[config.mk]
export PLATFORM = sky130hd
export DESIGN_NAME = nubus_sram_ctrl
export DESIGN_NICKNAME = d
export VERILOG_FILES = /design/src/rtl/nubus_sram_pkg.sv /design/src/rtl/nubus_sram_parity.sv /design/src/rtl/nubus_sram_ctrl.sv
export SDC_FILE = /design/constraint.sdc
export NUM_CORES = 1
export LEC_CHECK = 0
export ABC_AREA = 1
export CELL_PAD_IN_SITES_DETAIL_PLACEMENT = 0
export CELL_PAD_IN_SITES_GLOBAL_PLACEMENT = 1
export CORE_MARGIN = 3
export CORE_UTILIZATION = 23
export CTS_CLUSTER_DIAMETER = 40
export DETAILED_ROUTE_END_ITERATION = 8
export PLACE_DENSITY = 0.72
export SETUP_SLACK_MARGIN = 0.2
export SYNTH_ARGS = -nofsm -noshare
export SYNTH_HDL_FRONTEND = slang
export SYNTH_HIERARCHICAL = 1
export SYNTH_SLANG_ARGS = --single-unit
[constraint.sdc]
create_clock -name mem_clk -period 1.35 [get_ports mem_clk]
set_input_delay 0.3375 -clock mem_clk [delete_from_list [all_inputs] [get_ports mem_clk]]
set_output_delay 0.3375 -clock mem_clk [all_outputs]
set_load 0.02 [all_outputs]
[src/rtl/nubus_sram_pkg.sv]
// Shared types and defaults for the NuBus SRAM controller.
// Optional parity (NUBUS_SRAM_PARITY_EN) is configured in nubus_sram_ctrl.
package nubus_sram_pkg;

   typedef enum logic [2:0] {
      S_IDLE    = 3'd0,
      S_SETUP   = 3'd1,
      S_ACCESS  = 3'd2,
      S_DONE    = 3'd3,
      S_RELEASE = 3'd4
   } state_e;

   localparam int WAIT_RD_DEF = 2;
   localparam int WAIT_WR_DEF = 2;
   localparam int CNT_W       = 4;

   function automatic logic even_par8(input logic [7:0] b);
      return ^b;
   endfunction

endpackage

[src/rtl/nubus_sram_parity.sv]
// Per-byte even parity: generates write parity and checks read data against sram_dqp_i.
// Only instantiated when NUBUS_SRAM_PARITY_EN is defined.
module nubus_sram_parity
   import nubus_sram_pkg::*;
(
   input  logic [31:0] wdata,
   input  logic [31:0] rdata,
   input  logic [3:0]  dqp_i,
   output logic [3:0]  dqp_o,
   output logic        err
);

   logic [3:0] rd_par;

   always_comb begin
      dqp_o  = '0;
      rd_par = '0;
      for (int i = 0; i < 4; i++) begin
         dqp_o[i]  = even_par8(wdata[8*i +: 8]);
         rd_par[i] = even_par8(rdata[8*i +: 8]);
      end
   end

   assign err = |(rd_par ^ dqp_i);

endmodule

[src/rtl/nubus_sram_ctrl.sv]
// NuBus slave-side asynchronous SRAM controller: one request per IDLE..RELEASE pass.
// Define NUBUS_SRAM_PARITY_EN to enable per-byte even parity on the SRAM bus.
module nubus_sram_ctrl
   import nubus_sram_pkg::*;
#(
   parameter int ADDR_W  = 18,
   parameter int WAIT_RD = WAIT_RD_DEF,
   parameter int WAIT_WR = WAIT_WR_DEF
) (
   input  logic              mem_clk,
   input  logic              mem_reset,
   input  logic              mem_valid,
   input  logic [31:0]       mem_addr,
   input  logic [31:0]       mem_wdata,
   input  logic [3:0]        mem_wstrb,
   input  logic              mem_myslot,
   input  logic              mem_myexp,
   output logic              mem_ready,
   output logic [31:0]       mem_rdata,
   output logic              mem_parerr,
   output logic [ADDR_W-1:0] sram_addr,
   output logic [31:0]       sram_dq_o,
   input  logic [31:0]       sram_dq_i,
   output logic              sram_dq_oe,
   output logic [3:0]        sram_dqp_o,
   input  logic [3:0]        sram_dqp_i,
   output logic              sram_cen,
   output logic              sram_wen,
   output logic              sram_oen,
   output logic [3:0]        sram_ben,
   output state_e            dbg_state
);

   localparam logic [CNT_W-1:0] RD_LOAD = CNT_W'(WAIT_RD - 1);
   localparam logic [CNT_W-1:0] WR_LOAD = CNT_W'(WAIT_WR - 1);

   state_e            state_q, state_d;
   logic [CNT_W-1:0]  cnt_q, cnt_d;
   logic              is_wr_q, is_wr_d;
   logic [ADDR_W-1:0] addr_q, addr_d;
   logic [31:0]       dq_o_q, dq_o_d;
   logic [31:0]       rdata_q, rdata_d;
   logic [3:0]        ben_q, ben_d;
   logic [3:0]        dqp_o_q, dqp_o_d;
   logic              cen_q, cen_d, wen_q, wen_d, oen_q, oen_d;
   logic              dq_oe_q, dq_oe_d, ready_q, ready_d, parerr_q, parerr_d;
   logic              active;
   logic [3:0]        par_gen;
   logic              par_err;
   logic              unused_ok;

`ifdef NUBUS_SRAM_PARITY_EN
   nubus_sram_parity u_parity (
      .wdata (mem_wdata),
      .rdata (sram_dq_i),
      .dqp_i (sram_dqp_i),
      .dqp_o (par_gen),
      .err   (par_err)
   );
   assign unused_ok = ^{mem_myexp, mem_addr[31:ADDR_W+2], mem_addr[1:0]};
`else
   assign par_gen   = 4'b0000;
   assign par_err   = 1'b0;
   assign unused_ok = ^{mem_myexp, mem_addr[31:ADDR_W+2], mem_addr[1:0], sram_dqp_i};
`endif

   always_comb begin
      state_d  = state_q;
      cnt_d    = cnt_q;
      is_wr_d  = is_wr_q;
      addr_d   = addr_q;
      dq_o_d   = dq_o_q;
      rdata_d  = rdata_q;
      ben_d    = ben_q;
      dqp_o_d  = dqp_o_q;
      parerr_d = 1'b0;
      case (state_q)
         S_IDLE: begin
            if (mem_valid && mem_myslot) begin
               state_d = S_SETUP;
               is_wr_d = |mem_wstrb;
               addr_d  = mem_addr[ADDR_W+1:2];
               ben_d   = (|mem_wstrb) ? ~mem_wstrb : 4'b0000;
               if (|mem_wstrb) begin
                  dq_o_d  = mem_wdata;
                  dqp_o_d = par_gen;
               end
            end
         end
         S_SETUP: begin
            state_d = S_ACCESS;
            cnt_d   = is_wr_q ? WR_LOAD : RD_LOAD;
         end
         S_ACCESS: begin
            if (cnt_q == '0) begin
               state_d = S_DONE;
               if (!is_wr_q) begin
                  rdata_d  = sram_dq_i;
                  parerr_d = par_err;
               end
            end else begin
               cnt_d = cnt_q - 1'b1;
            end
         end
         S_DONE:    state_d = S_RELEASE;
         // Held requests park here so they are not re-accepted.
         S_RELEASE: if (!mem_valid) state_d = S_IDLE;
         default:   state_d = S_IDLE;
      endcase

      // Strobes are registered from the next state so they align with it.
      active  = (state_d == S_SETUP) || (state_d == S_ACCESS) || (state_d == S_DONE);
      cen_d   = !active;
      oen_d   = !(active && !is_wr_d);
      wen_d   = !((state_d == S_ACCESS) && is_wr_d);
      dq_oe_d = active && is_wr_d;
      ready_d = (state_d == S_DONE);
      if (!active) ben_d = 4'hF;
   end

   always_ff @(posedge mem_clk) begin
      if (mem_reset) begin
         state_q  <= S_IDLE;
         cnt_q    <= '0;
         is_wr_q  <= 1'b0;
         addr_q   <= '0;
         dq_o_q   <= '0;
         rdata_q  <= '0;
         ben_q    <= 4'hF;
         dqp_o_q  <= '0;
         cen_q    <= 1'b1;
         wen_q    <= 1'b1;
         oen_q    <= 1'b1;
         dq_oe_q  <= 1'b0;
         ready_q  <= 1'b0;
         parerr_q <= 1'b0;
      end else begin
         state_q  <= state_d;
         cnt_q    <= cnt_d;
         is_wr_q  <= is_wr_d;
         addr_q   <= addr_d;
         dq_o_q   <= dq_o_d;
         rdata_q  <= rdata_d;
         ben_q    <= ben_d;
         dqp_o_q  <= dqp_o_d;
         cen_q    <= cen_d;
         wen_q    <= wen_d;
         oen_q    <= oen_d;
         dq_oe_q  <= dq_oe_d;
         ready_q  <= ready_d;
         parerr_q <= parerr_d;
      end
   end

   assign mem_ready  = ready_q;
   assign mem_rdata  = rdata_q;
   assign mem_parerr = parerr_q;
   assign sram_addr  = addr_q;
   assign sram_dq_o  = dq_o_q;
   assign sram_dq_oe = dq_oe_q;
   assign sram_dqp_o = dqp_o_q;
   assign sram_cen   = cen_q;
   assign sram_wen   = wen_q;
   assign sram_oen   = oen_q;
   assign sram_ben   = ben_q;
   assign dbg_state  = state_q;

endmodule

### Word level (Yosys, flattened, before mapping)

Index checks and enable logic that the tools add are counted.

* bits in registers: 99
* input port bits: 109
* output and inout bits: 99

* $add $sub $neg: 1
* equal/unequal tests: 8
* multiplexer cells: 9
* bitwise gates (word level): 3
* reduce and logical (&&, ||, !) cells: 19

Operators with widths (count)
* 3-bit case mux with 5 select lines: 1
* 3-bit by 2-bit equality test with 1-bit output, second input constant: 4
* 3-bit 2-to-1 mux: 3
* 4-bit 2-to-1 mux: 2
* 4-bit case mux with 2 select lines: 1
* 3-bit by 1-bit equality test with 1-bit output, second input constant: 2
* 3-bit AND reduction: 2
* 1-bit logical AND: 4
* 1-bit logical NOT: 4
* 4-bit logical NOT: 1
* 4-bit NOT: 1
* 2-bit AND reduction: 2
* 4-bit OR reduction: 1
* 4-bit by 1-bit subtractor with 4-bit output, second input constant: 1
* 3-bit equality test, second input constant: 1
* 3-bit logical NOT: 1
* 1-bit logical OR: 2
* 1-bit 2-to-1 mux: 2
* 2-bit != test, second input constant: 1
* 1-bit NOT: 2
* 2-bit nonzero test: 1
* 2-bit OR reduction: 1

### Depth between registers and ports, before layout

Gate-level depths: netlist of the first run.

* depth in word-level cells: 8
* depth in mapped cells: 9
* mapped depth without buffers: 9

### Worst setup path before layout of the first run

No wires, ideal clock.

* kind: reg-to-reg
* start point: register state_q[1], in the netlist dbg_state[1]
* end point: register rdata_q[2], in the netlist mem_rdata[2]
* arrival time: 1.249 ns
* data required time: 1.234 ns
* setup slack: -0.015 ns
* stages on the path, launching flop included: 7
* buffers on the path: 1
* path through: dfxtp_1 > nand3_2 > nor2_2 > nand2_2 > clkbuf_2 > o21ai_0 > nor2_1

* longest elaborated chain between the ends: 2

RTL lines
* from (decl): line nubus_sram_ctrl.sv:37 `state_e state_q, state_d;`
* from (signal assigned): line nubus_sram_ctrl.sv:138 `state_q <= state_d;`
* 3-bit by 2-bit equality test with 1-bit output: line nubus_sram_ctrl.sv:77 `case (state_q)`
* 3-bit AND reduction (no line)
* to (signal assigned): line nubus_sram_ctrl.sv:143 `rdata_q <= rdata_d;`
* to (decl): line nubus_sram_ctrl.sv:42 `logic [31:0] rdata_q, rdata_d;`

No other way between the ends.
A chain may end at the register's enable or synchronous reset.

### Worst setup path in the final report of the first run

* start point: register cnt_q[1]
* end point: register rdata_q[20], in the netlist mem_rdata[20]

* longest elaborated chain between the ends: 2

RTL lines
* from (decl): line nubus_sram_ctrl.sv:38 `logic [CNT_W-1:0] cnt_q, cnt_d;`
* from (signal assigned): line nubus_sram_ctrl.sv:139 `cnt_q <= cnt_d;`
* 4-bit logical NOT: line nubus_sram_ctrl.sv:95 `if (cnt_q == '0) begin`
* 3-bit AND reduction (no line)

No other way between the ends.

==> results of run 1 <==
## synth_stat cells
library cell,n
sky130_fd_sc_hd__a21oi_1,7
sky130_fd_sc_hd__buf_4,9
sky130_fd_sc_hd__conb_1,1
sky130_fd_sc_hd__nor2_2,3
sky130_fd_sc_hd__nand3_1,6
sky130_fd_sc_hd__xnor2_1,1
sky130_fd_sc_hd__o21ai_0,51
sky130_fd_sc_hd__buf_2,4
sky130_fd_sc_hd__o21ai_1,33
sky130_fd_sc_hd__nand2_2,2
sky130_fd_sc_hd__nand3_2,1
sky130_fd_sc_hd__clkbuf_1,9
sky130_fd_sc_hd__nor2_1,175
sky130_fd_sc_hd__inv_1,11
sky130_fd_sc_hd__nand4_1,2
sky130_fd_sc_hd__nand3b_1,1
sky130_fd_sc_hd__dfxtp_1,99
sky130_fd_sc_hd__buf_6,7
sky130_fd_sc_hd__o21a_1,4
sky130_fd_sc_hd__inv_2,3
sky130_fd_sc_hd__nand2_1,24
sky130_fd_sc_hd__ha_1,2
sky130_fd_sc_hd__clkbuf_2,3
sky130_fd_sc_hd__clkinv_2,1
sky130_fd_sc_hd__nor3_1,1
## stage by stage
| step | hold WS [ps] | setup slack (ps) | power [mW] | util, % | setup TNS (ps) |
|---|---|---|---|---|---|
| 3_3_place_gp | 462 | -358 | 5.16 | 38.2 | -19770 |
| 5_1_grt | 398 | -171 | 9.41 | 51.1 | -7440 |
| 4_1_cts | 384 | 0.0535 | 8.54 | 44.8 | 0 |
| 6_report | 393 | -91.4 | 8.97 | 51.1 | -1660 |
| 2_1_floorplan | 472 | 89.0 | 4.25 | - | 0 |
| 3_5_place_dp | 472 | -380 | 5.18 | 38.2 | -21980 |
## metal layers
| layer | share of wire, % | vias up | GRT usage [%] |
|---|---|---|---|
| met5 | 0 | - | 0 |
| met4 | 0.90 | 0 | 3.21 |
| met3 | 6.4 | 10 | 5.97 |
| met2 | 54 | 118 | 25.6 |
| met1 | 39 | 1888 | 15.8 |
| li1 | - | 1972 | - |
## power by group
| group | switching (mW) | leakage [nW] | total, mW | internal, mW |
|---|---|---|---|---|
| Combinational | 1.22 | 2.31 | 2.62 | 1.40 |
| Sequential | 0.194 | 0.845 | 3.40 | 3.21 |
| Clock | 1.13 | 0.165 | 2.94 | 1.81 |
| Total | 2.55 | 3.32 | 8.97 | 6.41 |
## area by class of cell
cell class,count,area [sq um]
repair buffers,268,2970
well taps,211,264
repair inverters,3,48.8
flip-flops and latches,99,2120
multi-input cells,318,2000
inverters,15,83.8
clock inverters,7,116
clock buffers,9,225
fillers,1393,7490
## registers in the layout, summed over array words and instances, names as in the netlist
name / flops
sram_dq_oe: 1
sram_addr: 18
mem_rdata: 32
sram_oen: 1
dbg_state: 3
mem_ready: 1
sram_ben: 4
cnt_q: 4
is_wr_q: 1
sram_wen: 1
sram_dq_o: 32
sram_cen: 1
## final timing paths
| path | end | slack (ps) | cells past startpoint |
|---|---|---|---|
| max | mem_rdata[20] | -90 | 9 |
| min reg2reg | mem_rdata[24] | 480 | 2 |
| min | sram_ben[3] | 390 | 4 |
| max reg2reg | mem_rdata[20] | -90 | 9 |
## cells by family (layout without fill, tap and decap cells)
group,count (synthesis),count (layout),share of synthesized area (%)
other cells,1,5,0.104
compound gates,95,95,13.4
flops,99,99,54.7
fa+ha+maj,2,2,0.691
xor+xnor,1,1,0.242
simple gates,215,215,23.3
buf+inv,47,302,7.53
## critical path: stages, from the launching register on
cell and delay (ps):
sky130_fd_sc_hd__dfxtp_2 320, sky130_fd_sc_hd__inv_2 70, sky130_fd_sc_hd__ha_4 150, sky130_fd_sc_hd__nand3_4 80
sky130_fd_sc_hd__nor2_4 180, sky130_fd_sc_hd__nand2_8 130, sky130_fd_sc_hd__buf_12 190, sky130_fd_sc_hd__clkinv_8 80
sky130_fd_sc_hd__nor2_1 50, sky130_fd_sc_hd__nor2_1 100
## repair_timing
action | 4_1_cts | 5_1_grt
buffers inserted | 14 | 29
gates resized for setup | 702 | 199
cloned | 9 | 7
pin swaps | 19 | 64
endpoints found under the setup margin | 188 | 191
==> results, run 1 <==
- The clock net in this run drives a total of 99 sinks.
- The worst-case setup margin in the final layout is -91.4 ps.
- The start point of the critical path is cnt_q[1].
- After synthesis, the netlist uses 25 different library cells.
- The total area inside the core boundary comes to between 0.015 and 0.02 sq mm.
- In the layout the commonest cells are sky130_fd_sc_hd__buf_6 (111), sky130_fd_sc_hd__nor2_1 (109), sky130_fd_sc_hd__dfxtp_2 (89).
- The finished cells cover ~0.008 sq mm.
- The source of the worst hold timing path is mem_wstrb[3].
- Ranked by total cell area, the synthesized netlist is headed by sky130_fd_sc_hd__dfxtp_1 (55%), sky130_fd_sc_hd__nor2_1 (18%), sky130_fd_sc_hd__o21ai_0 (7.0%).
- The checks that failed: setup timing.
- The final wirelength is roughly 14,000 microns.
- TritonCTS built the clock tree.
- The share of post-route cells with drive strength above 1 is around 62%.
- 0 antenna diodes ended up in the layout.
- From synthesis to final layout, the design area changed by 116%.
- The die boundary height is 131 microns.
- The highest clock rate is slightly below 700 MHz.
- The portion of the clock cycle consumed by the worst path in the final layout is 107%.
- The floorplan step set the die width to roughly 130 microns.
- After detailed placement, the total cell area comes to ~0.006 sq mm.
- The worst path required time is 1620 ps.
- The final worst clock skew is between 4 and 5 ps.
- The violation count after the first detailed-route iteration is roughly 140.
- The H-tree was split into 3 levels.
- The remaining global-route overflow is 0.
- Global routing consumed, over all layers together, 14.3% of the routing resources.
- The total count of max-transition violations in the final report was 0.
- The kind of start point of the critical path is a flip-flop.
- The number of global-route vias before repair came to between 3,000 and 4,000.
- The total of max-cap violations is 0.
- The startpoint-to-endpoint class of the critical path is reg2reg.
- The post-synthesis area per instance is ~8 sq um.
- The startpoint of the worst-slack reg-to-reg timing path is cnt_q[1].
- The sequential cell area fraction in the yosys report is 54.7%.
- The placed cell count is between 800 and 900.
- The finished layout holds 930 standard cells, fillers aside.
- In the routed design, unresolved DRC markers number 0.
- Setup violations remaining at the end of the flow were counted as 49.
- The number of antenna violations at the first check in global routing came to 0.
- The floorplan has 45 rows.
- The maximum clock insertion buffer count is 2.
- The worst-case vdd ir drop is around 0.00068 V.
- Of all nets on the critical path, the largest fanout is 8.
- The detail route stage leaves a number of antenna-violating nets equal to 0.
- The number of top-level pins is ~210.
- Entering global routing, the biggest net connects between 40 and 50 pins.
- After clock tree synthesis, the clock-pin slew on the worst setup and hold paths is ~70 ps.
- For this design the static power due to leakage is 3.32 nW.
- The most common cell after layout, fill and taps aside is sky130_fd_sc_hd__buf_6.
- The floorplan die area is roughly 0.017 sq mm.
- The power density over the cells is 1150 mW/mm^2.
- Setup repair after global routing could not meet its margin everywhere.
- The final layout contains slightly above 800 nets.
- Before antenna repair, the detailed router went through 5 iterations.
- For the worst setup path, the data arrival time is between 1500 and 2000 ps.
- The detailed router placed 3,988 vias in this run.
- The later-pin clock latency in the skew report is ~350 ps.
- The minimum period implied by the final worst setup slack is 1440 ps.
- The worst hold path class is in2reg.
- The average wire per standard cell is 14.9 microns.
- The final hold violation count was 0.
- CTS placed an instance of sky130_fd_sc_hd__clkbuf_16 at the clock tree root.
- Summed over all nets, the half-perimeter wirelength after detailed placement is 8420 microns.
- The top cell type by area accounts for between 50 and 60% of the synthesized area.
- The category of the worst setup path capture point is a flip-flop.
- The flow ran to the end, but the final reports show violations.
- After synthesis the netlist holds a flip-flop and latch count of a little under 100.
- The number of vias per cell is approximately 4.3.
- For this design, the CTS-stage hold fixing added 0 buffers.
- The cell count after synthesis came out at 460.
- The synthesized design spends more area on one cell type than any other, namely sky130_fd_sc_hd__dfxtp_1.
- Buffers placed on the I/O ports in this run total 183.
- For this configuration, the core starts out at a cell density of 23.6%.
- Clock tree synthesis inserted a total of 9 buffers.
- The final weighted congestion in routability-driven placement is around 0.76.
- In this run the cell area of the synthesized design comes to 0.00362 sq mm.
- The Yosys step of the flow raised 6 warnings.
- The first global-routing pass estimated ~20,000 microns of wire.
Note: power is estimated with default switching activity, not from simulation.
==> inputs of run 2 (changes only) <==
- SKIP_LAST_GASP: default -> 1
==> results, run 2 (synthesized netlist as in run 1, its figures left out) <==
- The flow ran to the end, but the final reports show violations.
- The checks that failed: setup timing.
- The clock sink count came to 99 (unchanged).
- The maximum net fanout on the critical path is 7 (-1).
- The first-pass iteration count of the detailed router was 4 (-1).
- The later-pin clock latency in the skew report is 350 ps (about the same).
- The placeable core region was 0.0153 sq mm (unchanged).
- The number of antenna violations at the first check in global routing was 0 (unchanged).
- STA classifies the critical path endpoint as a flip-flop.
- The worst-case setup margin in the final layout was -84.8 ps (+6.63 ps).
- The remaining global-route overflow is 0 (unchanged).
- The starting utilization of the core area is 23.6% (unchanged).
- TritonCTS built the clock tree.
- The top cell types in the final layout, fill and taps aside, are sky130_fd_sc_hd__nor2_1 (116), sky130_fd_sc_hd__buf_6 (110), sky130_fd_sc_hd__dfxtp_2 (89).
- The critical path data arrival time is 1670 ps (-40 ps).
- The highest clock rate is 697 MHz (+0.46%).
- Compared with the post-synthesis result, the final layout area differs by 114%.
- The kind of start point of the critical path is a flip-flop.
- The most common cell after layout, fill and taps aside is sky130_fd_sc_hd__nor2_1.
- The floorplan die area was 0.0173 sq mm (unchanged).
- The worst hold path class is in2reg.
- The number of global-route vias before repair is 3,789 (unchanged).
- The post-route cell area was 0.00776 sq mm (-0.90%).
- The number of top-level pins is 208 (unchanged).
- The minimum period implied by the final worst setup slack was 1430 ps (-6.63 ps).
- The power density over the cells was 1150 mW/mm^2 (+0.39%).
- The final wirelength is 13,800 microns (-0.46%).
- The fill cell instance count of the final layout is 1,396 (+0.22%).
- The count of endpoints failing setup in the final report is 45 (-8.2%).
- The average wire per standard cell came to 14.8 microns (-0.46%).
- The aggregate global-route resource usage is 14.3% (unchanged).
- The net total in the final layout was 825 (unchanged).
- The wire length of the first global-routing pass came to 19,900 microns (unchanged).
- The final hold violation count came to 0 (unchanged).
- Setup repair after global routing could not meet its margin everywhere.
- The post-detailed-placement half-perimeter wirelength is 8420 microns (unchanged).
- The tree is rooted in a sky130_fd_sc_hd__clkbuf_16.
- The startpoint-to-endpoint class of the critical path is reg2reg.
- The startpoint of the worst-slack reg-to-reg timing path is cnt_q[1].
- The remaining design rule violation count came to 0 (unchanged).
- The quantity of hold-fixing buffers added after cts is 0 (unchanged).
- The number of placement rows is 45 (unchanged).
- The total of max-cap violations is 0 (unchanged).
- The die boundary height was 131 microns (unchanged).
- The largest net degree at the start of global routing is 44 (unchanged).
- The total clock buffers created by CTS is 9 (unchanged).
- The total number of vias is 3,971 (-0.43%).
- The share of post-route cells with drive strength above 1 is 60.4% (-1.5 points).
- The die width is 131 microns (unchanged).
- The depth of the worst register-to-register path was 8 (-1).
- The path with the worst hold slack has its endpoint at sram_ben[3].
- The antenna diode count is 0 (unchanged).
- The total count of max-transition violations in the final report is 0 (unchanged).
- The final weighted congestion in routability-driven placement is 0.764 (unchanged).
- The portion of the clock cycle consumed by the worst path in the final layout came to 106% (-0.49 points).
- The leakage power is 3.29 nW (-0.89%).
- The startpoint identified for the worst hold timing path is mem_wstrb[3].
- The maximum clock insertion buffer count is 2 (unchanged).
- The post-detailed-route count of antenna-violating nets is 0 (unchanged).
- The port buffer count was 183 (unchanged).
- The number of cells on the worst hold path was 4 (unchanged).
- The worst path required time is 1580 ps (-40 ps).
- The violation count after the first detailed-route iteration is 132 (-2.2%).
- The cell area after placement was 0.00584 sq mm (unchanged).
- The worst register-to-register path ends at mem_rdata[20].
- The pre-CTS setup slack is -380 ps (unchanged).
- The number of vias per cell is 4.27 (-0.43%).
- The post-route total power was 8.92 mW (-0.51%).
- The worst-case vdd ir drop is 0.000672 V (-0.51%).
- The clock-pin slew of the registers on the worst-case setup and hold paths was 70 ps (about the same).
- The setup slack on the worst flop-to-flop path is -80 ps (about the same).
- The final worst clock skew was 3.56 ps (-0.668 ps).
- The H-tree depth came to 3 (unchanged).
[run 2: worst max-delay path by stage]
| stage | from | endpoint | slack (ps) |
|---|---|---|---|
| after CTS | cnt_q[0] | mem_rdata[22] | 0.05 |
| after floorplan | cnt_q[1] | mem_rdata[10] | 90 |
| final | cnt_q[1] | mem_rdata[20] | -80 |
| after global routing | cnt_q[1] | mem_rdata[20] | -170 |
| after detailed placement | mem_myslot | sram_dq_o[27] | -380 |
| after global placement | mem_myslot | sram_dq_o[7] | -360 |
[run 2: what timing repair did]
item,in CTS,in global routing
cloned,9,7
buffers inserted,14,29
endpoints found under the setup margin,188,191
gates resized for setup,702,181
pin swaps,19,64
[run 2: metrics by stage]
| step | util (%) | hold slack (ps) | cells | setup TNS, ps |
|---|---|---|---|---|
| 2_1_floorplan | - | 472 | 464 | 0 |
| 3_3_place_gp | 38.2 | 462 | 855 | -19770 |
| 3_5_place_dp | 38.2 | 472 | 855 | -21980 |
| 4_1_cts | 44.8 | 384 | 894 | 0 |
| 5_1_grt | 50.6 | 398 | 930 | -7980 |
| 6_report | 50.6 | 396 | 930 | -1540 |
[run 2: routing by layer]
layer / track usage, % / part of all wire [%] / vias up
li1: - / - / 1973
met1: 15.8 / 39 / 1880
met2: 25.6 / 54 / 110
met3: 5.97 / 5.9 / 8
met4: 3.21 / 0.78 / 0
met5: 0 / 0 / -
[run 2: final cells by class]
type	count	area (sq um)	share of cell area, %
sequential	99	2120	27.3
inverter	15	83.8	1.08
clock inverter	7	116	1.50
timing repair buffer	268	2960	38.2
clock buffer	9	225	2.90
tap	211	264	3.40
timing repair inverter	3	48.8	0.629
multi-input combinational	318	1940	25.0
[run 2: power breakdown]
part	internal, mW	total, mW	switching [mW]	leakage, nW
logic	1.38	2.58	1.20	2.28
registers	3.21	3.40	0.191	0.845
clock network	1.81	2.94	1.13	0.165
[run 2: worst max-delay path, cell delays in order (launching register included)]
cell	delay, ps
sky130_fd_sc_hd__dfxtp_2	320
sky130_fd_sc_hd__inv_2	70
sky130_fd_sc_hd__ha_4	150
sky130_fd_sc_hd__nand3_4	80
sky130_fd_sc_hd__nor2_4	180
sky130_fd_sc_hd__nand2_8	130
sky130_fd_sc_hd__buf_16	170
sky130_fd_sc_hd__o21ai_1	140
sky130_fd_sc_hd__nor2_1	70
==> inputs of run 3 (changes only) <==
- CTS_BUF_LIST: default -> sky130_fd_sc_hd__clkbuf_16
==> results of run 3 <==
Same layout as run 2: the final DEF is identical, and so are final timing and power.
